`src/rtl/sweeper_pkg.sv`:
```
// sweeper_pkg: shared definitions for the truth-table sweeper family.
//   - sweep_state_e : sequencer state encoding
//   - NUM_VECTORS / VEC_W : input-vector count and width for a 3-input function
//   - EXPECTED_PARITY3 : truth table of odd parity over three inputs
//   - lowest_set / pop_count : helpers for reducing a mismatch mask
package sweeper_pkg;

    localparam int unsigned NUM_VECTORS = 8;
    localparam int unsigned VEC_W       = 3;

    localparam logic [NUM_VECTORS-1:0] EXPECTED_PARITY3 = 8'h96;

    typedef enum logic [1:0] {
        StIdle   = 2'd0,
        StApply  = 2'd1,
        StSample = 2'd2,
        StFinish = 2'd3
    } sweep_state_e;

    // Index of the lowest set bit; 0 when no bit is set.
    function automatic logic [VEC_W-1:0] lowest_set(input logic [NUM_VECTORS-1:0] v);
        logic [VEC_W-1:0] idx;
        idx = '0;
        for (int i = NUM_VECTORS - 1; i >= 0; i--) begin
            if (v[i]) begin
                idx = VEC_W'(i);
            end
        end
        return idx;
    endfunction

    function automatic logic [3:0] pop_count(input logic [NUM_VECTORS-1:0] v);
        logic [3:0] cnt;
        cnt = '0;
        for (int i = 0; i < NUM_VECTORS; i++) begin
            cnt = cnt + 4'(v[i]);
        end
        return cnt;
    endfunction

endpackage

```
`src/rtl/sweep_settle_timer.sv`:
```
// sweep_settle_timer: settle-interval counter for function sweepers.
// Counts up from 0 while enabled and stops at SETTLE_CYCLES-1, where it raises
// terminal. A SETTLE_CYCLES of 0 behaves as 1.
// Ports:
//   clock    : system clock, rising edge
//   reset    : synchronous, active-high reset (count -> 0)
//   clear    : reload the count to 0
//   enable   : advance the count (saturates at the terminal value)
//   terminal : count has reached SETTLE_CYCLES-1
module sweep_settle_timer #(
    parameter int unsigned SETTLE_CYCLES = 1
) (
    input  logic clock,
    input  logic reset,
    input  logic clear,
    input  logic enable,
    output logic terminal
);

    localparam int unsigned EffCycles = (SETTLE_CYCLES == 0) ? 1 : SETTLE_CYCLES;
    localparam int unsigned CntW      = (EffCycles > 1) ? $clog2(EffCycles) : 1;
    localparam logic [CntW-1:0] LastCount = CntW'(EffCycles - 1);

    logic [CntW-1:0] count_q;

    always_ff @(posedge clock) begin
        if (reset) begin
            count_q <= '0;
        end else if (clear) begin
            count_q <= '0;
        end else if (enable && !terminal) begin
            count_q <= count_q + 1'b1;
        end
    end

    assign terminal = (count_q == LastCount);

endmodule

```
`src/rtl/truth_table_sweeper.sv`:
```
// truth_table_sweeper: drives all 8 input vectors of an external 3-input function
// unit in ascending order, samples F for each after a settle interval, builds the
// truth table and compares it with EXPECTED.
// Optional build macro SWEEPER_ERRCNT_EN adds the ErrCount output.
// Ports:
//   Clock    : system clock, rising edge
//   Reset    : synchronous, active-high reset
//   Start    : sweep request, sampled only while idle
//   F        : function unit output (already synchronous)
//   X1/X2/X3 : function inputs, vector bits 2/1/0
//   Busy     : sweep in progress
//   Done     : one-cycle pulse at end of sweep
//   Pass     : Table == EXPECTED, valid from Done until next Start
//   Table    : captured truth table, bit i = F for vector i
//   FailIdx  : lowest mismatching vector index, 0 when Pass
//   ErrCount : number of mismatching bits (SWEEPER_ERRCNT_EN only)
module truth_table_sweeper
    import sweeper_pkg::*;
#(
    parameter int unsigned            SETTLE_CYCLES = 1,
    parameter logic [NUM_VECTORS-1:0] EXPECTED      = EXPECTED_PARITY3
) (
    input  logic                   Clock,
    input  logic                   Reset,
    input  logic                   Start,
    input  logic                   F,
    output logic                   X1,
    output logic                   X2,
    output logic                   X3,
    output logic                   Busy,
    output logic                   Done,
    output logic                   Pass,
    output logic [NUM_VECTORS-1:0] Table,
    output logic [VEC_W-1:0]       FailIdx
`ifdef SWEEPER_ERRCNT_EN
    ,
    output logic [3:0]             ErrCount
`endif
);

    sweep_state_e           state_q, state_d;
    logic [VEC_W-1:0]       idx_q, idx_d;
    logic [NUM_VECTORS-1:0] table_q, table_d;
    logic [VEC_W-1:0]       fail_idx_q, fail_idx_d;
    logic                   busy_q, busy_d;
    logic                   done_q, done_d;
    logic                   pass_q, pass_d;
    logic [NUM_VECTORS-1:0] table_next;
    logic [NUM_VECTORS-1:0] mismatch;
    logic                   timer_clear;
    logic                   timer_enable;
    logic                   settled;
`ifdef SWEEPER_ERRCNT_EN
    logic [3:0]             err_cnt_q, err_cnt_d;
`endif

    sweep_settle_timer #(
        .SETTLE_CYCLES(SETTLE_CYCLES)
    ) u_settle_timer (
        .clock   (Clock),
        .reset   (Reset),
        .clear   (timer_clear),
        .enable  (timer_enable),
        .terminal(settled)
    );

    always_comb begin
        state_d      = state_q;
        idx_d        = idx_q;
        table_d      = table_q;
        fail_idx_d   = fail_idx_q;
        busy_d       = busy_q;
        done_d       = 1'b0;
        pass_d       = pass_q;
        timer_clear  = 1'b0;
        timer_enable = 1'b0;
`ifdef SWEEPER_ERRCNT_EN
        err_cnt_d    = err_cnt_q;
`endif
        // Table including the bit being sampled now, so the verdict registered
        // on the last sample already covers vector 7.
        table_next         = table_q;
        table_next[idx_q]  = F;
        mismatch           = table_next ^ EXPECTED;

        unique case (state_q)
            StIdle: begin
                if (Start) begin
                    idx_d       = '0;
                    table_d     = '0;
                    pass_d      = 1'b0;
                    fail_idx_d  = '0;
                    busy_d      = 1'b1;
                    timer_clear = 1'b1;
`ifdef SWEEPER_ERRCNT_EN
                    err_cnt_d   = '0;
`endif
                    state_d     = StApply;
                end
            end
            StApply: begin
                timer_enable = 1'b1;
                if (settled) begin
                    state_d = StSample;
                end
            end
            StSample: begin
                table_d = table_next;
                if (idx_q == VEC_W'(NUM_VECTORS - 1)) begin
                    busy_d     = 1'b0;
                    done_d     = 1'b1;
                    pass_d     = (mismatch == '0);
                    fail_idx_d = lowest_set(mismatch);
`ifdef SWEEPER_ERRCNT_EN
                    err_cnt_d  = pop_count(mismatch);
`endif
                    state_d    = StFinish;
                end else begin
                    idx_d       = idx_q + 1'b1;
                    timer_clear = 1'b1;
                    state_d     = StApply;
                end
            end
            StFinish: begin
                state_d = StIdle;
            end
            default: begin
                state_d = StIdle;
            end
        endcase
    end

    always_ff @(posedge Clock) begin
        if (Reset) begin
            state_q    <= StIdle;
            idx_q      <= '0;
            table_q    <= '0;
            fail_idx_q <= '0;
            busy_q     <= 1'b0;
            done_q     <= 1'b0;
            pass_q     <= 1'b0;
`ifdef SWEEPER_ERRCNT_EN
            err_cnt_q  <= '0;
`endif
        end else begin
            state_q    <= state_d;
            idx_q      <= idx_d;
            table_q    <= table_d;
            fail_idx_q <= fail_idx_d;
            busy_q     <= busy_d;
            done_q     <= done_d;
            pass_q     <= pass_d;
`ifdef SWEEPER_ERRCNT_EN
            err_cnt_q  <= err_cnt_d;
`endif
        end
    end

    assign {X1, X2, X3} = idx_q;
    assign Busy         = busy_q;
    assign Done         = done_q;
    assign Pass         = pass_q;
    assign Table        = table_q;
    assign FailIdx      = fail_idx_q;
`ifdef SWEEPER_ERRCNT_EN
    assign ErrCount     = err_cnt_q;
`endif

endmodule

```
`config.mk`:
```
export PLATFORM = sky130hd
export DESIGN_NAME = truth_table_sweeper
export DESIGN_NICKNAME = d
export VERILOG_FILES = /design/src/rtl/sweeper_pkg.sv /design/src/rtl/sweep_settle_timer.sv /design/src/rtl/truth_table_sweeper.sv
export SDC_FILE = /design/constraint.sdc
export NUM_CORES = 1
export LEC_CHECK = 0
export CAP_MARGIN = 0
export CORE_MARGIN = 2
export CORE_UTILIZATION = 46
export DETAILED_ROUTE_END_ITERATION = 10
export PLACE_DENSITY = 0.74
export SYNTH_ARGS = -nofsm -noshare
export SYNTH_HDL_FRONTEND = slang
export SYNTH_HIERARCHICAL = 1
export SYNTH_SLANG_ARGS = --single-unit
```
`constraint.sdc`:
```
create_clock -name Clock -period 1.6 [get_ports Clock]
set_input_delay 0.4 -clock Clock [delete_from_list [all_inputs] [get_ports Clock]]
set_output_delay 0.4 -clock Clock [all_outputs]
set_load 0.01 [all_outputs]
```
==> results of run 1 <==
[synth_stat cells]
| library cell | number | area share (%) |
|---|---|---|
| sky130_fd_sc_hd__nand3b_1 | 6 | 3.9 |
| sky130_fd_sc_hd__nor2_1 | 17 | 5.6 |
| sky130_fd_sc_hd__and3b_1 | 2 | 1.5 |
| sky130_fd_sc_hd__ha_1 | 2 | 2.2 |
| sky130_fd_sc_hd__nor3_1 | 1 | 0.44 |
| sky130_fd_sc_hd__clkinv_1 | 1 | 0.33 |
| sky130_fd_sc_hd__clkbuf_1 | 2 | 0.66 |
| sky130_fd_sc_hd__nor2b_1 | 2 | 1.1 |
| sky130_fd_sc_hd__mux2_2 | 1 | 0.98 |
| sky130_fd_sc_hd__a21oi_2 | 1 | 0.77 |
| sky130_fd_sc_hd__and2b_1 | 1 | 0.66 |
| sky130_fd_sc_hd__a21boi_1 | 1 | 0.66 |
| sky130_fd_sc_hd__a22oi_1 | 4 | 2.6 |
| sky130_fd_sc_hd__and2_4 | 1 | 0.77 |
| sky130_fd_sc_hd__dfxtp_1 | 20 | 35 |
| sky130_fd_sc_hd__o21ai_0 | 7 | 3.1 |
| sky130_fd_sc_hd__and2_1 | 1 | 0.55 |
| sky130_fd_sc_hd__o21ai_1 | 2 | 0.88 |
| sky130_fd_sc_hd__a311oi_1 | 1 | 0.77 |
| sky130_fd_sc_hd__o31ai_1 | 1 | 0.66 |
| sky130_fd_sc_hd__o31ai_2 | 1 | 1.1 |
| sky130_fd_sc_hd__or3_1 | 2 | 1.1 |
| sky130_fd_sc_hd__or3b_1 | 2 | 1.5 |
| sky130_fd_sc_hd__inv_1 | 4 | 1.3 |
| sky130_fd_sc_hd__nor3b_1 | 4 | 2.6 |
| sky130_fd_sc_hd__nand4b_1 | 1 | 0.77 |
| sky130_fd_sc_hd__buf_2 | 3 | 1.3 |
| sky130_fd_sc_hd__nor4bb_1 | 1 | 0.88 |
| sky130_fd_sc_hd__nand2b_1 | 3 | 1.6 |
| sky130_fd_sc_hd__or4b_1 | 1 | 0.88 |
| sky130_fd_sc_hd__nor4b_2 | 1 | 1.3 |
| sky130_fd_sc_hd__buf_6 | 3 | 3.0 |
| sky130_fd_sc_hd__nand4_1 | 3 | 1.6 |
| sky130_fd_sc_hd__buf_4 | 1 | 0.66 |
| sky130_fd_sc_hd__mux2i_1 | 5 | 4.4 |
| sky130_fd_sc_hd__o21bai_1 | 1 | 0.66 |
| sky130_fd_sc_hd__nand2_1 | 13 | 4.3 |
| sky130_fd_sc_hd__a21oi_1 | 18 | 7.9 |
[sequential cells by signal, indices dropped and copies added (netlist names)]
name	flops
Busy	1
Done	1
FailIdx	3
Pass	1
Table	8
idx_q	3
state_q	2
u_settle_timer/count_q	1
[stage by stage]
step	hold slack [ps]	std cells
floorplan	474	141
global placement	445	201
detailed placement	455	201
CTS	472	206
global route	486	210
finish	469	210
[where the power goes]
group	switching, mW	internal (mW)
clock	0.158	0.139
combinational	0.0713	0.0542
sequential	0.00662	0.499
[timing repair]
| action | 4_1_cts | 5_1_grt |
|---|---|---|
| resized for setup | 31 | 18 |
| pin swaps | 2 | 6 |
| endpoints found under the setup margin | 19 | 13 |
| setup buffers | 1 | 4 |
[how the worst max path moves through the flow]
stage                        start         end  depth (start not counted)
after CTS                     Pass        Pass                          1
after detailed placement         F  FailIdx[2]                          6
final                     idx_q[0]  FailIdx[2]                          6
after global routing      idx_q[0]  FailIdx[2]                          6
after global placement           F  FailIdx[2]                          6
after floorplan           idx_q[2]  FailIdx[0]                          7
[cell families after synthesis]
| kind of cell | after synthesis |
|---|---|
| mux | 6 |
| fa+ha+maj | 2 |
| simple gates | 62 |
| flops | 20 |
| compound gates | 37 |
| buf+inv | 14 |
[layer usage]
metal	vias up	share of wire, %	global-route usage (%)
li1	576	-	-
met1	575	46	29.2
met2	32	48	38.6
met3	6	3.8	2.78
met4	0	1.4	8.55
met5	-	0	0
[layout make-up]
| cell class | count | area [um2] | area share (%) |
|---|---|---|---|
| multi-input cells | 107 | 729 | 45.0 |
| flip-flops and latches | 20 | 422 | 26.0 |
| repair buffers | 44 | 377 | 23.2 |
| well taps | 30 | 37.5 | 2.32 |
| clock buffers | 4 | 36.3 | 2.24 |
| inverters | 5 | 18.8 | 1.16 |
[worst max-delay path: cells and delay by family (launching register included)]
family,cells,cell delay (ps)
simple gates,3,670
flops,1,390
compound gates,2,360
buf+inv,1,120
==> run_results.csv, run 1 <==
group,metric,value,unit
run_status,run_status,"finished with violations",
run_status,violated_checks,"setup timing",
logic_synthesis,synth-compound-area-share,19.0,%
detailed_routing,ant_nets,0,
sta,setup_violation_total_in_the_final_timing_report,1,
detailed_routing,viasPerCell,5.66,
worst_setup_path,r2r_slack,-2,ps
finish,mostFrequentLayoutCells,"sky130_fd_sc_hd__buf_4, sky130_fd_sc_hd__nor2_1, sky130_fd_sc_hd__a21oi_1",
global_route,antenna_found_initial,0,
sta,grt_setup_unrepaired,"yes",
logic_synthesis,synthMuxAreaShare,5.36,%
worst_setup_path,reg2regPathDepth,6,
detailed_routing,routed_wire_length_per_instance,14.3,um
logic_synthesis,synth.yosys.warnings,6,
job,max-cap-violations,0,
pwr,vdd.ir_drop.worst,0.467,mV
floorplanning,die_width,53.9,um
finish,mostFrequentLayoutCell,"sky130_fd_sc_hd__buf_4",
finish,final_net_count,187,
logic_synthesis,seq_area_frac_synth,35.0,%
logic_synthesis,synthXorXnorAreaFrac,0,%
logic_synthesis,synth-seq-cells,20,
worst_setup_path,setup.worst_path.start_class,"flip-flop",
sta,hold_fails_final_rpt,0,
hold_path,hold_path.startpoint,"FailIdx[0]",
finish,antenna-diode-count,0,
floorplanning,initial_core_util,47.5,%
finish,final_core_utilization,67.2,%
worst_setup_path,worst_reg2reg_path_startpoint,"idx_q[0]",
placement,placed_cell_area,0.00146,mm2
clock_tree,tritoncts,"done",
clock_tree,cts-htree-levels,1,
floorplanning,floorplan.die_area,0.00290,mm2
floorplanning,placeableCoreArea,0.00241,mm2
detailed_routing,first_iteration_detailed_routing_drc_count,18,
worst_setup_path,critical_path_class,"reg -> reg",
worst_setup_path,critPathArrivalTime,1840,ps
worst_setup_path,timing.critical_path.cells,"buf_6 -> o31ai_4 -> nand4_1 -> nand2b_4 -> or3b_1 -> a21oi_2",
pwr,p_total,928,uW
floorplanning,ioPinCount,21,
finish,flow.area_growth_from_synthesis,41.7,%
logic_synthesis,post_synth_fa_ha_maj_area_fraction,2.19,%
hold_path,hold_path_depth,2,
clock_tree,cts_root_buffer,"sky130_fd_sc_hd__clkbuf_4",
placement,detailed_place_hpwl,2050,um
detailed_routing,drcViolationCount,0,
sta,setup_slack,-2.49,ps
logic_synthesis,mappedNetlistNets,147,
detailed_routing,total_detailed_routing_wirelength,3000,um
logic_synthesis,post_synth_and_or_nand_nor_area_fraction,31.2,%
hold_path,min_path_type,"reg -> reg",
sta,finalClockSkew,5.62,ps
global_route,grt_pass1_vias,1037,
logic_synthesis,post_synth.cell_area_avg,8.11,um2
worst_setup_path,r2r_end,"FailIdx[2]",
global_route,grt-ovfl-total,0,
global_route,grt_max_degree,14,
floorplanning,placement_rows,18,
logic_synthesis,synth.distinct_cells,38,
clock_tree,hold_buffers,0,
sta,slew-limit-headroom,71.3,%
pwr,power.density_cell_area,573,mW/mm2
hold_path,min_to,"FailIdx[0]",
clock_tree,clk_path_buf_depth,2,
worst_setup_path,worst_ep_required_time,1840,ps
sta,final.min_clock_period,1600,ps
worst_setup_path,path_max_fanout,7,
pwr,power.leakage,0.767,nW
detailed_routing,detailroute.via_count,1189,
sta,final.setup.tns,-2.49,ps
sta,max_slew.worst_pin.slew,429,ps
logic_synthesis,synthesis.area,0.00114,mm2
finish,drive_above_1_share,30.0,%
logic_synthesis,syn-instance-count,141,
global_route,gr-usage-all-layers,22.7,%
worst_setup_path,longest_individual_stage_delay_on_the_worst_path,390,ps
floorplanning,die_ht,53.9,um
placement,place_worst_setup_slack,-520,ps
logic_synthesis,dominant_combinational_cell_family_by_area_after_synthesis,"simple AND/OR/NAND/NOR gates",
clock_tree,cts-buffers-inserted,3,
worst_setup_path,critPathCaptureType,"flip-flop",
finish,final_design_area_no_fill,0.00162,mm2
worst_setup_path,crit_path_top_delay_cell,"sky130_fd_sc_hd__dfxtp_4",
detailed_routing,firstDrtPassIters,4,
sta,final_min_period_over_clock_period,100,%
clock_tree,insertion_delay_to_the_later_sink_of_the_worst_skew_pair,300,ps
global_route,first_pass_grt_wire_length,4780,um
sta,max_clock_freq,624,MHz
sta,drv_slew,0,
clock_tree,cts.sink_count,20,
clock_tree,cts.reportedPaths.clkPinSlew,110,ps
finish,num-fill-cells,210,
placement,gp_congestion,0.859,
placement,io_buffer_count,20,
Note: power is estimated with default switching activity, not from simulation.
==> run 2: changes to the inputs <==
--- a/config.mk
+++ b/config.mk
@@ -6,10 +6,13 @@
 export NUM_CORES = 1
 export LEC_CHECK = 0
 export CAP_MARGIN = 0
+export CELL_PAD_IN_SITES_DETAIL_PLACEMENT = 1
+export CELL_PAD_IN_SITES_GLOBAL_PLACEMENT = 1
 export CORE_MARGIN = 2
-export CORE_UTILIZATION = 46
+export CORE_UTILIZATION = 34
+export CTS_CLUSTER_SIZE = 12
 export DETAILED_ROUTE_END_ITERATION = 10
-export PLACE_DENSITY = 0.74
+export PLACE_DENSITY_LB_ADDON = 0.1
 export SYNTH_ARGS = -nofsm -noshare
 export SYNTH_HDL_FRONTEND = slang
 export SYNTH_HIERARCHICAL = 1
==> run 2 against run 1 <==
The run still ends with setup timing left; routed wire length increased by 18%; cell count increased by 11%; clock power increased by 6%; total power increased by 3.6%; worst hold slack got worse by 2.4 ps; global-route usage decreased by 2.3 points; via count increased by 1.1%; critical path depth unchanged; count of clock-buffer cells in the layout unchanged.
==> run_results.csv, run 2 (synthesis results as in run 1) <==
group,metric,value,unit
worst_setup_path,worst_ep_required_time,1850,ps
clock_tree,cts_root_buffer,"sky130_fd_sc_hd__clkbuf_4",
sta,max_clock_freq,615,MHz
worst_setup_path,crit_path_top_delay_cell,"sky130_fd_sc_hd__dfxtp_4",
global_route,antenna_found_initial,0,
detailed_routing,drcViolationCount,0,
finish,final_net_count,194,
finish,drive_above_1_share,36.9,%
floorplanning,placement_rows,21,
detailed_routing,detailroute.via_count,1202,
worst_setup_path,critical_path.n_buffers_inverters,1,
run_status,violated_checks,"setup timing",
detailed_routing,firstDrtPassIters,4,
clock_tree,cts.reportedPaths.clkPinSlew,130,ps
detailed_routing,first_iteration_detailed_routing_drc_count,39,
floorplanning,initial_core_util,34.8,%
sta,final.setup.tns,-33.3,ps
clock_tree,cts.sink_count,20,
pwr,power.leakage,0.782,nW
finish,antenna-diode-count,0,
clock_tree,insertion_delay_to_the_later_sink_of_the_worst_skew_pair,320,ps
global_route,grt_pass1_vias,1166,
finish,final_core_utilization,53.7,%
pwr,vdd.ir_drop.worst,0.481,mV
global_route,grt_max_degree,12,
worst_setup_path,critPathArrivalTime,1870,ps
worst_setup_path,path_max_fanout,8,
sta,hold_fails_final_rpt,0,
worst_setup_path,critical_path_class,"reg -> reg",
floorplanning,die_width,62.0,um
worst_setup_path,longest_individual_stage_delay_on_the_worst_path,380,ps
sta,slew-limit-headroom,74.7,%
run_status,run_status,"finished with violations",
floorplanning,die_ht,62.0,um
sta,grt_setup_unrepaired,"yes",
detailed_routing,viasPerCell,5.16,
floorplanning,ioPinCount,21,
finish,mostFrequentLayoutCell,"sky130_fd_sc_hd__buf_4",
finish,mostFrequentLayoutCells,"sky130_fd_sc_hd__buf_4, sky130_fd_sc_hd__a21oi_1, sky130_fd_sc_hd__nor2_1",
worst_setup_path,worst_reg2reg_path_startpoint,"idx_q[1]",
clock_tree,cts-htree-levels,1,
clock_tree,cts-buffers-inserted,3,
clock_tree,clk_path_buf_depth,2,
global_route,grt-ovfl-total,0,
sta,max_slew.worst_pin.slew,379,ps
sta,drv_slew,0,
floorplanning,floorplan.die_area,0.00384,mm2
finish,largest_register_ffs,8,
detailed_routing,total_detailed_routing_wirelength,3550,um
hold_path,min_path_type,"reg -> reg",
global_route,first_pass_grt_wire_length,5640,um
global_route,gr-usage-all-layers,20.4,%
worst_setup_path,timing.critical_path.cells,"buf_8 -> o31ai_4 -> nand4_1 -> nand2b_4 -> or3b_1 -> a21oi_1",
placement,placed_cell_area,0.00152,mm2
clock_tree,hold_buffers,0,
clock_tree,tritoncts,"done",
worst_setup_path,cp_top_family,"simple AND/OR/NAND/NOR gates",
finish,final_design_area_no_fill,0.00176,mm2
job,max-cap-violations,0,
finish,num-fill-cells,403,
sta,setup_violation_total_in_the_final_timing_report,3,
worst_setup_path,critPathLaunch,"idx_q[1]",
finish,layoutNonFillerInstCount,233,
hold_path,hold_path.startpoint,"FailIdx[2]",
placement,io_buffer_count,20,
sta,final_min_period_over_clock_period,102,%
placement,gp_congestion,0.825,
worst_setup_path,critPathCaptureType,"flip-flop",
worst_setup_path,setup.worst_path.start_class,"flip-flop",
detailed_routing,ant_nets,0,
floorplanning,placeableCoreArea,0.00328,mm2
sta,final.min_clock_period,1630,ps
detailed_routing,routed_wire_length_per_instance,15.2,um
placement,detailed_place_hpwl,2440,um
pwr,power.density_cell_area,545,mW/mm2
placement,placedCellCount,221,
sta,setup_slack,-25.1,ps
finish,flow.area_growth_from_synthesis,54.2,%
sta,finalClockSkew,7.72,ps
[run 2: repair_timing]
action	in CTS	in global routing
pin swaps	14	14
resized for setup	44	20
setup buffers	7	1
endpoints found under the setup margin	23	12
[run 2: tightest hold or removal path, delay by kind of cell (launching register included)]
family	cells	cell delay [ps]
compound gates	1	50
simple gates	1	50
flops	1	330
[run 2: power breakdown]
| group | internal (mW) | total (mW) | switching, mW | leakage, nW |
|---|---|---|---|---|
| Combinational | 0.0630 | 0.141 | 0.0780 | 0.592 |
| Sequential | 0.501 | 0.507 | 0.00603 | 0.168 |
| Clock | 0.139 | 0.313 | 0.174 | 0.0210 |
| Total | 0.703 | 0.961 | 0.258 | 0.782 |
[run 2: area by class of cell]
class | instances | area [um2] | share of cell area [%]
clock buffers | 4 | 36.3 | 2.06
well taps | 46 | 57.6 | 3.26
inverters | 5 | 18.8 | 1.06
multi-input cells | 107 | 766 | 43.4
flip-flops and latches | 20 | 422 | 23.9
repair buffers | 51 | 463 | 26.3
[run 2: final timing paths]
| path | to | slack [ps] | depth (start not counted) |
|---|---|---|---|
| setup / recovery | FailIdx[2] | -30 | 6 |
| hold / removal | FailIdx[2] | 470 | 2 |
| setup reg to reg | FailIdx[2] | -30 | 6 |
| hold reg to reg | FailIdx[2] | 470 | 2 |
[run 2: routing by layer]
layer / vias to the layer above / part of all wire [%] / GRT usage (%)
met5: - / 0 / 0
met3: 4 / 2.3 / 3.93
met1: 594 / 43 / 25.2
met4: 0 / 1.1 / 4.56
met2: 15 / 54 / 36.5
li1: 589 / - / -
[run 2: per-stage QoR]
stage / worst slack, ps / hold WS (ps) / power (mW)
finish: -25.1 / 467 / 0.961
global route: -127 / 482 / 0.999
CTS: -57.3 / 469 / 0.957
detailed placement: -531 / 457 / 0.645
global placement: -501 / 452 / 0.642
floorplan: 9.60 / 474 / 0.583
==> run 3: changes to the inputs <==
--- a/config.mk
+++ b/config.mk
@@ -12,6 +12,7 @@
 export CORE_UTILIZATION = 34
 export CTS_CLUSTER_SIZE = 12
 export DETAILED_ROUTE_END_ITERATION = 10
+export HOLD_SLACK_MARGIN = 0.06
 export PLACE_DENSITY_LB_ADDON = 0.1
 export SYNTH_ARGS = -nofsm -noshare
 export SYNTH_HDL_FRONTEND = slang
==> results of run 3 <==
Same layout as run 2: the final DEF is identical, and so are final timing and power.
